## src/rtl/ps2_pkg.sv

```systemverilog
`default_nettype none
// ============================================================================
// Module   : ps2_pkg
// Purpose  : Shared PS/2 constants, decoder state, event record, ASCII map.
// Revision : 1.0 - initial release
// ============================================================================
package ps2_pkg;

    localparam logic [7:0] PS2_EXT = 8'hE0;
    localparam logic [7:0] PS2_BRK = 8'hF0;

    typedef enum logic [1:0] {
        IDLE    = 2'd0,
        EXT     = 2'd1,
        BRK     = 2'd2,
        EXT_BRK = 2'd3
    } ps2_state_e;

    typedef struct packed {
        logic [7:0] scan;
        logic [7:0] ascii;
        logic       brk;
        logic       ext;
    } ps2_evt_t;

    // Scan code set 2, letters and top-row digits only.
    function automatic logic [7:0] ps2_ascii(input logic [7:0] scan);
        logic [7:0] a;
        case (scan)
            8'h1C: a = 8'h41;
            8'h32: a = 8'h42;
            8'h21: a = 8'h43;
            8'h23: a = 8'h44;
            8'h24: a = 8'h45;
            8'h2B: a = 8'h46;
            8'h34: a = 8'h47;
            8'h33: a = 8'h48;
            8'h43: a = 8'h49;
            8'h3B: a = 8'h4A;
            8'h42: a = 8'h4B;
            8'h4B: a = 8'h4C;
            8'h3A: a = 8'h4D;
            8'h31: a = 8'h4E;
            8'h44: a = 8'h4F;
            8'h4D: a = 8'h50;
            8'h15: a = 8'h51;
            8'h2D: a = 8'h52;
            8'h1B: a = 8'h53;
            8'h2C: a = 8'h54;
            8'h3C: a = 8'h55;
            8'h2A: a = 8'h56;
            8'h1D: a = 8'h57;
            8'h22: a = 8'h58;
            8'h35: a = 8'h59;
            8'h1A: a = 8'h5A;
            8'h45: a = 8'h30;
            8'h16: a = 8'h31;
            8'h1E: a = 8'h32;
            8'h26: a = 8'h33;
            8'h25: a = 8'h34;
            8'h2E: a = 8'h35;
            8'h36: a = 8'h36;
            8'h3D: a = 8'h37;
            8'h3E: a = 8'h38;
            8'h46: a = 8'h39;
            default: a = 8'h00;
        endcase
        return a;
    endfunction

endpackage
`default_nettype wire

```

## src/rtl/ps2_evt_fifo.sv

```systemverilog
`default_nettype none
// ============================================================================
// Module   : ps2_evt_fifo
// Purpose  : First-word-fall-through event FIFO; push and pop may coincide
//            when full.
// Revision : 1.0 - initial release
// ============================================================================
module ps2_evt_fifo
    import ps2_pkg::*;
#(
    parameter int DEPTH = 4
) (
    input  logic     clk,
    input  logic     clrn,
    input  logic     push,
    input  ps2_evt_t push_evt,
    input  logic     pop,
    output logic     full,
    output logic     empty,
    output ps2_evt_t head
);

    localparam int         AW     = (DEPTH > 1) ? $clog2(DEPTH) : 1;
    localparam logic [AW:0] C_FULL = (AW+1)'(DEPTH);

    logic [AW-1:0] wr_ptr_q, wr_ptr_d;
    logic [AW-1:0] rd_ptr_q, rd_ptr_d;
    logic [AW:0]   count_q, count_d;
    ps2_evt_t      mem_q [DEPTH];
    logic          do_push, do_pop;

    always_comb begin
        do_pop   = pop && (count_q != '0);
        do_push  = push && ((count_q != C_FULL) || do_pop);
        wr_ptr_d = do_push ? wr_ptr_q + AW'(1) : wr_ptr_q;
        rd_ptr_d = do_pop  ? rd_ptr_q + AW'(1) : rd_ptr_q;
        count_d  = count_q;
        case ({do_push, do_pop})
            2'b10:   count_d = count_q + (AW+1)'(1);
            2'b01:   count_d = count_q - (AW+1)'(1);
            default: count_d = count_q;
        endcase
    end

    always_ff @(posedge clk or negedge clrn) begin
        if (!clrn) begin
            wr_ptr_q <= '0;
            rd_ptr_q <= '0;
            count_q  <= '0;
        end else begin
            wr_ptr_q <= wr_ptr_d;
            rd_ptr_q <= rd_ptr_d;
            count_q  <= count_d;
        end
    end

    // Storage needs no reset; count_q alone decides what is valid.
    always_ff @(posedge clk) begin
        if (do_push) begin
            mem_q[wr_ptr_q] <= push_evt;
        end
    end

    assign head  = mem_q[rd_ptr_q];
    assign empty = (count_q == '0);
    assign full  = (count_q == C_FULL);

endmodule
`default_nettype wire

```

## src/rtl/ps2_key_ctrl.sv

```systemverilog
`default_nettype none
// ============================================================================
// Module   : ps2_key_ctrl
// Purpose  : PS/2 scan-code decoder (E0/F0 prefixes, typematic filter, held
//            key tracking) feeding an event FIFO. Define PS2_KEY_CNT_EN to add
//            the key_cnt press counter output.
// Revision : 1.0 - initial release
// ============================================================================
module ps2_key_ctrl
    import ps2_pkg::*;
#(
    parameter int FIFO_DEPTH = 4
) (
    input  logic       clk,
    input  logic       clrn,
    input  logic [7:0] ps2_data,
    input  logic       ps2_valid,
    output logic       ps2_ready,
    output logic       ev_valid,
    input  logic       ev_ready,
    output logic [7:0] ev_scan,
    output logic [7:0] ev_ascii,
    output logic       ev_break,
    output logic       ev_ext,
    output logic       key_down,
    output logic [7:0] cur_ascii
`ifdef PS2_KEY_CNT_EN
    ,
    output logic [7:0] key_cnt
`endif
);

    ps2_state_e state_q, state_d;
    logic       key_down_q, key_down_d;
    logic [7:0] held_q, held_d;

    logic       is_prefix, is_repeat, would_emit;
    logic       accept, push, pop;
    logic       fifo_full, fifo_empty;
    ps2_evt_t   evt, head;

    always_ff @(posedge clk or negedge clrn) begin
        if (!clrn) begin
            state_q <= IDLE;
        end else begin
            state_q <= state_d;
        end
    end

    // A prefix seen outside IDLE (except F0 after E0) is a protocol error
    // and lands back in IDLE like any completed code.
    always_comb begin
        state_d = state_q;
        if (accept) begin
            case (state_q)
                IDLE: begin
                    if (ps2_data == PS2_EXT)      state_d = EXT;
                    else if (ps2_data == PS2_BRK) state_d = BRK;
                    else                          state_d = IDLE;
                end
                EXT:     state_d = (ps2_data == PS2_BRK) ? EXT_BRK : IDLE;
                BRK:     state_d = IDLE;
                EXT_BRK: state_d = IDLE;
                default: state_d = IDLE;
            endcase
        end
    end

    always_comb begin
        is_prefix  = (ps2_data == PS2_EXT) || (ps2_data == PS2_BRK);
        is_repeat  = (state_q == IDLE) && key_down_q && (ps2_data == held_q);
        would_emit = !is_prefix && !is_repeat;
        pop        = ev_ready && !fifo_empty;
        // A pop in the same cycle frees a slot, so a full FIFO can still take it.
        ps2_ready  = !(would_emit && fifo_full && !pop);
        accept     = ps2_valid && ps2_ready;
        push       = accept && would_emit;

        evt.scan   = ps2_data;
        evt.ext    = (state_q == EXT) || (state_q == EXT_BRK);
        evt.brk    = (state_q == BRK) || (state_q == EXT_BRK);
        evt.ascii  = evt.ext ? 8'h00 : ps2_ascii(ps2_data);

        key_down_d = key_down_q;
        held_d     = held_q;
        if (push && !evt.ext) begin
            if (!evt.brk) begin
                key_down_d = 1'b1;
                held_d     = ps2_data;
            end else if (ps2_data == held_q) begin
                key_down_d = 1'b0;
            end
        end
    end

    always_ff @(posedge clk or negedge clrn) begin
        if (!clrn) begin
            key_down_q <= 1'b0;
            held_q     <= 8'h00;
        end else begin
            key_down_q <= key_down_d;
            held_q     <= held_d;
        end
    end

    ps2_evt_fifo #(
        .DEPTH (FIFO_DEPTH)
    ) u_fifo (
        .clk      (clk),
        .clrn     (clrn),
        .push     (push),
        .push_evt (evt),
        .pop      (pop),
        .full     (fifo_full),
        .empty    (fifo_empty),
        .head     (head)
    );

    assign ev_valid  = !fifo_empty;
    assign ev_scan   = head.scan;
    assign ev_ascii  = head.ascii;
    assign ev_break  = head.brk;
    assign ev_ext    = head.ext;
    assign key_down  = key_down_q;
    assign cur_ascii = key_down_q ? ps2_ascii(held_q) : 8'h00;

`ifdef PS2_KEY_CNT_EN
    logic [7:0] key_cnt_q, key_cnt_d;

    always_comb begin
        key_cnt_d = key_cnt_q;
        if (push && !evt.brk) begin
            key_cnt_d = key_cnt_q + 8'd1;
        end
    end

    always_ff @(posedge clk or negedge clrn) begin
        if (!clrn) begin
            key_cnt_q <= 8'h00;
        end else begin
            key_cnt_q <= key_cnt_d;
        end
    end

    assign key_cnt = key_cnt_q;
`endif

endmodule
`default_nettype wire
```

## config.mk

```make
export PLATFORM = sky130hd
export DESIGN_NAME = ps2_key_ctrl
export DESIGN_NICKNAME = d
export VERILOG_FILES = /design/src/rtl/ps2_pkg.sv /design/src/rtl/ps2_evt_fifo.sv /design/src/rtl/ps2_key_ctrl.sv
export SDC_FILE = /design/constraint.sdc
export NUM_CORES = 1
export LEC_CHECK = 0
export BUFFER_PORTS_ARGS = -buffer_cell sky130_fd_sc_hd__buf_2
export CAP_MARGIN = 30
export CORE_MARGIN = 3
export CORE_UTILIZATION = 61
export CTS_CLUSTER_DIAMETER = 150
export DETAILED_ROUTE_END_ITERATION = 6
export PLACE_DENSITY_LB_ADDON = 0.2
export SKIP_CTS_REPAIR_TIMING = 1
export SYNTH_ARGS = -nofsm -noshare
export SYNTH_HDL_FRONTEND = slang
export SYNTH_HIERARCHICAL = 1
export SYNTH_SLANG_ARGS = --single-unit
```

## constraint.sdc

```tcl
create_clock -name clk -period 2.51 [get_ports clk]
set_input_delay 0.1255 -clock clk [delete_from_list [all_inputs] [get_ports clk]]
set_output_delay 0.1255 -clock clk [all_outputs]
set_load 0.05 [all_outputs]
```

* Word-level counts from Yosys, hierarchy flattened
Memories as Yosys holds them, arrays and structs flattened. Cells that the tools add are included.
Operators by class: add/sub/neg operators 4, multipliers 0, divide/modulo/power cells 0, $lt $le $gt $ge 0, equality and inequality tests 11, shift-type cells 0, mux-type cells 13, bitwise gates (word level) 1, reduce and logical (&&, ||, !) cells 28
Operators with widths (count):
- 8-bit two-way mux | 4
- 8-bit == test, second input constant | 2
- 1-bit logical AND | 11
- 8-bit == test | 1
- 2-bit == test, second input constant | 3
- 1-bit zero test | 6
- 2-bit two-way mux | 3
- 2-bit one-hot mux with 3 select lines | 1
- 3-bit one-hot mux with 2 select lines | 1
- 2-bit by 1-bit adder with 2-bit output, second input constant | 2
- 2-bit by 1-bit == test with 1-bit output, second input constant | 2
- 1-bit logical OR | 4
- 1-bit two-way mux | 4
- 2-bit AND reduction | 2
- 3-bit by 1-bit adder with 3-bit output, second input constant | 1
- 3-bit == test, second input constant | 1
- 3-bit zero test | 1
- 3-bit inequality test, second input constant | 1
- 3-bit nonzero test | 1
- 3-bit by 1-bit subtractor with 3-bit output, second input constant | 1
- 2-bit zero test | 1
- 2-bit inequality test, second input constant | 1
- 2-bit nonzero test | 1
- 2-bit OR reduction | 1
- 1-bit inverter | 1
Storage, ports and cells: register bits 18, latch bits 0, memory bits (writable) 72, memory bits (read-only) 1792, output and inout port bits 29, memories kept 3
Memories:
- (name not given) | depth 128, width 7, read ports 1, clocked after memory_dff 0, wr ports 0, line ps2_pkg.sv:29 | case (scan)
- (name not given) | depth 128, width 7, read ports 1, clocked after memory_dff 0, wr ports 0, line ps2_pkg.sv:29
- u_fifo.mem_q | depth 4, width 18, read ports 1, clocked after memory_dff 0, wr ports 1, line ps2_evt_fifo.sv:29 | ps2_evt_t mem_q [DEPTH];

* Longest topological paths before layout
depth in word-level cells 13, depth in mapped cells 15

* By module
The synthesis kept the hierarchy.
By module, submodules not included:
- ps2_evt_fifo | instances 1, cells each 132, area each 3025.4 um^2, sequential area each 2337.2 um^2
- ps2_key_ctrl | instances 1, cells each 312, area each 2199.6 um^2, sequential area each 275.3 um^2

* Least setup slack after synthesis
OpenSTA, ideal clock, no wires.
path kind reg2out, start reg held_q[1], end out cur_ascii[4], arrival time 2.554 ns, required time 2.385 ns, path slack -0.169 ns, cell stages (with the launch flop) 8, cells stage by stage dfrtp_1 buf_2 inv_1 ha_1 nand2_1 a211oi_1 a311oi_1 a211oi_1
Between the ends: longest elaborated chain between the ends 3
Ends and longest elaborated chain:
- start: declaration | line ps2_key_ctrl.sv:35 | logic [7:0] held_q, held_d;
- start signal: assignment | line ps2_key_ctrl.sv:102 | held_q <= held_d;
- memory 128 x 7 bit
- 8-bit two-way mux | line ps2_pkg.sv:29
- 8-bit two-way mux | line ps2_key_ctrl.sv:125 | assign cur_ascii = key_down_q ? ps2_ascii(held_q) : 8'h00;
- end: declaration | line ps2_key_ctrl.sv:26 | output logic [7:0] cur_ascii
No other way between the ends.

* Worst setup path in the final report
start reg u_fifo.count_q[0], end mem u_fifo/mem_q[3][4] (netlist name) (enable)
Between the ends: longest elaborated chain between the ends 11, elaborated cells between the ends (all ways) 17
Ends and longest elaborated chain:
- start: declaration | line ps2_evt_fifo.sv:28 | logic [AW:0] count_q, count_d;
- start signal: assignment | line ps2_evt_fifo.sv:53 | count_q <= count_d;
- 3-bit zero test | line ps2_evt_fifo.sv:65 | assign empty = (count_q == '0);
- net fifo_empty | line ps2_key_ctrl.sv:39 | logic fifo_full, fifo_empty;
- 1-bit zero test | line ps2_key_ctrl.sv:73 | pop = ev_ready && !fifo_empty;
- 1-bit logical AND | line ps2_key_ctrl.sv:73
- net pop | line ps2_key_ctrl.sv:38 | logic accept, push, pop;
- 1-bit zero test | line ps2_key_ctrl.sv:75 | ps2_ready = !(would_emit && fifo_full && !pop);
- 1-bit logical AND | line ps2_key_ctrl.sv:75
- 1-bit zero test | line ps2_key_ctrl.sv:75
- 1-bit logical AND | line ps2_key_ctrl.sv:76 | accept = ps2_valid && ps2_ready;
- 1-bit logical AND | line ps2_key_ctrl.sv:77 | push = accept && would_emit;
- net push | line ps2_key_ctrl.sv:38
- 1-bit logical AND | line ps2_evt_fifo.sv:34 | do_push = push && ((count_q != C_FULL) || do_pop);
- 1-bit two-way mux | line ps2_evt_fifo.sv:59 | if (do_push) begin
- 1-bit two-way mux (not written as such) | line ps2_evt_fifo.sv:60 | mem_q[wr_ptr_q] <= push_evt;
- end: declaration | line ps2_evt_fifo.sv:29
The timed path passes the listed nets, and every way through them passes these cells.

==> impl_metrics.env <==
export IMPL_irDropWorstVdd_mv=0.454
export IMPL_fmax_ghz=0.399
export IMPL_grt_max_degree=39
export IMPL_endpoint_kind="flop"
export IMPL_synth_common_cells="72 x edfxtp_1, 34 x nand2_1, 23 x o21ai_0"
export IMPL_finalSetupViolCount=0
export IMPL_fin_crit_ps=2500
export IMPL_synth_cell_types=62
export IMPL_p_int_mw=3.55
export IMPL_crit_slowest_cell="and2_2"
export IMPL_path_buf_inv=2
export IMPL_required_ps=2500
export IMPL_numCtsBuffers=9
export IMPL_async_flop_share=0.200
export IMPL_initial_core_util=0.633
export IMPL_route_detailed_drc=0
export IMPL_power_share_sequential=0.335
export IMPL_placed_area_um2=5530
export IMPL_yosys_area_top_type="edfxtp_1"
export IMPL_ys_ff_latch=90
export IMPL_path_delay_family="simple AND/OR/NAND/NOR gates"
export IMPL_dp_slack_ps=3.85
export IMPL_use_met2=0.378
export IMPL_antenna_found_initial=0
export IMPL_path_clk_slew_ps=90
export IMPL_grt_usage=0.239
export IMPL_io_pins=41
export IMPL_finClkSkew_ps=14.9
export IMPL_p_comb_frac=0.504
export IMPL_path_class="flop to flop"
export IMPL_yosys_warnings=6
export IMPL_worstMarginPinSlew_ps=563
export IMPL_synth_edf_count=72
export IMPL_cts_path_max_buffers=2
export IMPL_met1_usage=0.335
export IMPL_overflow=0
export IMPL_cp_cell_sequence="nor3_1 > nor2b_1 > nand2b_4 > nand3_2 > a31oi_1 > o21a_4 > buf_4 > buf_4 > and2_2"
export IMPL_path_common_cell="buf_4"
export IMPL_synth_flop_cell="edfxtp_1"
export IMPL_hold_viol=0
export IMPL_postRouteAntennaNets=0
export IMPL_yosys_top_cells_area="edfxtp_1 41%, dfrtp_1 8.6%, mux4_2 8.2%, ha_1 4.5%, nand2_1 2.4%"
export IMPL_pwr_share_clk=0.162
export IMPL_core_rowCount=33
export IMPL_power_density_nw_per_um2=1050
export IMPL_hold_class="primary input to flop"
export IMPL_mappedNetlistArea_um2=5230
export IMPL_dr_pass1_iters=6
export IMPL_syn_inst=444
export IMPL_fp_dieW_um=98.6
export IMPL_grt_pass1_vias=3469
export IMPL_cp_slowest_stage_delay_ps=480
export IMPL_outcome="completed"
export IMPL_r2r_cells=9
export IMPL_power_switching_mw=2.68
export IMPL_syn_area_per_cell_um2=11.8
export IMPL_wl_um=11600
export IMPL_io_buffers=39
export IMPL_design_area_um2=5910
export IMPL_num_antenna_cells=0
export IMPL_maxSlewViolCount=0
export IMPL_path_depth=9
export IMPL_min_path_cells=1
export IMPL_vias=3790
export IMPL_final_net_count=524
export IMPL_drv_cap=0
export IMPL_synth_top_area_frac=0.414
export IMPL_drive_above_1_share=0.272
export IMPL_root_buffer="clkbuf_8"
export IMPL_core_um2=8260
export IMPL_dieArea_um2=9710
export IMPL_place_congestion=0.927
export IMPL_via_per_inst=6.30
export IMPL_swShare=0.431
export IMPL_cts_tree="done"
export IMPL_grt_pass1_wl_um=18300
export IMPL_drtIter0Drc=376
export IMPL_cp_start_kind="flop"
export IMPL_crit_arrival_ps=2500
export IMPL_htreeDepth=3
export IMPL_area_growth_pct=13.1
export IMPL_slew_headroom=0.620
export IMPL_clock_sinks=90
export IMPL_clk_insertion_delay_late_ps=360
export IMPL_hpwl_um=7630
export IMPL_worst_slack_ps=5.08
export IMPL_synth_seq_area_share=0.500
export IMPL_busiest_layer="met2"
export IMPL_post_route_period_util=0.998
export IMPL_yosysMostFrequentCell="edfxtp_1"
export IMPL_wl_per_cell_um=19.2
export IMPL_die_height_um=98.6
export IMPL_critPathMaxFanout=18
export IMPL_p_leak_nw=2.27
export IMPL_grt_util_met3=0.0495
## through the flow
stage          total power [mW]  instances  hold slack (ps)  setup TNS [ps]  utilization
4_1_cts                    6.10        592             -316            -648        0.694
5_1_grt                    6.56        602             62.4           -4940        0.716
6_report                   6.23        602             75.0               0        0.716
3_5_place_dp               5.08        576             75.3               0        0.669
2_1_floorplan              4.44        448             -170               0            -
3_3_place_gp               4.99        576             74.9               0        0.669
## cell families (layout without fill, tap and decap cells)
kind of cell	after synthesis	in the layout	share of synthesized area
AO/OA/AOI/OAI	106	106	0.137
XOR/XNOR	15	15	0.0251
multiplexers	33	33	0.114
adder cells (fa/ha/maj)	20	20	0.0493
buffers and inverters	58	107	0.0536
AND/OR/NAND/NOR	121	121	0.120
other	1	5	0.000718
flip-flops	90	90	0.500
## worst reg2reg max path, delay by kind of cell (launching register included)
kind / cells / cell delay [ps]
AO/OA/AOI/OAI: 2 / 450
buffers and inverters: 2 / 230
flip-flops: 1 / 430
AND/OR/NAND/NOR: 5 / 1040
## area by class of cell
type                            count  area (um2)
Tap cell                          105         131
Clock inverter                      6        72.6
Sequential cell                    90        2610
Timing Repair Buffer               70         464
Clock buffer                       10         128
Fill cell                         576        2350
Multi-Input combinational cell    300        2420
Inverter                           21        86.3
## sequential cells by signal, indices dropped and copies added, names as in the netlist
name / flops
held_q: 8
key_down: 1
state_q: 2
u_fifo/count_q: 3
u_fifo/mem_q: 72
u_fifo/rd_ptr_q: 2
u_fifo/wr_ptr_q: 2
## worst paths after layout
check / end / from / slack (ps)
worst max-delay path: u_fifo/mem_q[3][4] / u_fifo/count_q[0] / 5
worst min-delay path: u_fifo/mem_q[1][15] / ps2_data[5] / 70
worst max register to register: u_fifo/mem_q[3][4] / u_fifo/count_q[0] / 5
worst min register to register: u_fifo/rd_ptr_q[1] / u_fifo/rd_ptr_q[1] / 510
max in group asynchronous: state_q[1] / clrn / 2000
min in group asynchronous: held_q[1] / clrn / 220
## power groups by stage
stage / combinational (mW) / sequential, mW / clock (mW)
2_1_floorplan: 2.37 / 2.07 / 0
3_3_place_gp: 2.90 / 2.09 / 0
4_1_cts: 2.99 / 2.08 / 1.02
3_5_place_dp: 2.97 / 2.11 / 0
5_1_grt: 3.36 / 2.11 / 1.09
6_report: 3.14 / 2.08 / 1.01
## placed cells by master (no fill, tap or decap), types with 6 or more instances in the layout
cell      count
edfxtp_1     72
nor2b_1       9
mux2_4        6
mux2i_1       8
dfrtp_1      18
buf_4        29
nor2_1       21
clkbuf_8      9
nand2b_1     10
o211ai_1      8
inv_1        17
o21ai_0      23
xnor2_1      11
a31oi_1       6
mux4_2       19
ha_1         15
nand2_1      34
a21oi_1      21
nand3_1       9
buf_2        35
## metal layers
layer  wire length [um]  part of all wire  up-vias
li1                   -                 -     1739
met1               4790              0.42     1810
met5                  0                 0        -
met4                272             0.024        0
met3                897             0.078       30
met2               5590              0.48      211
Power figures use the tool's default switching activity.
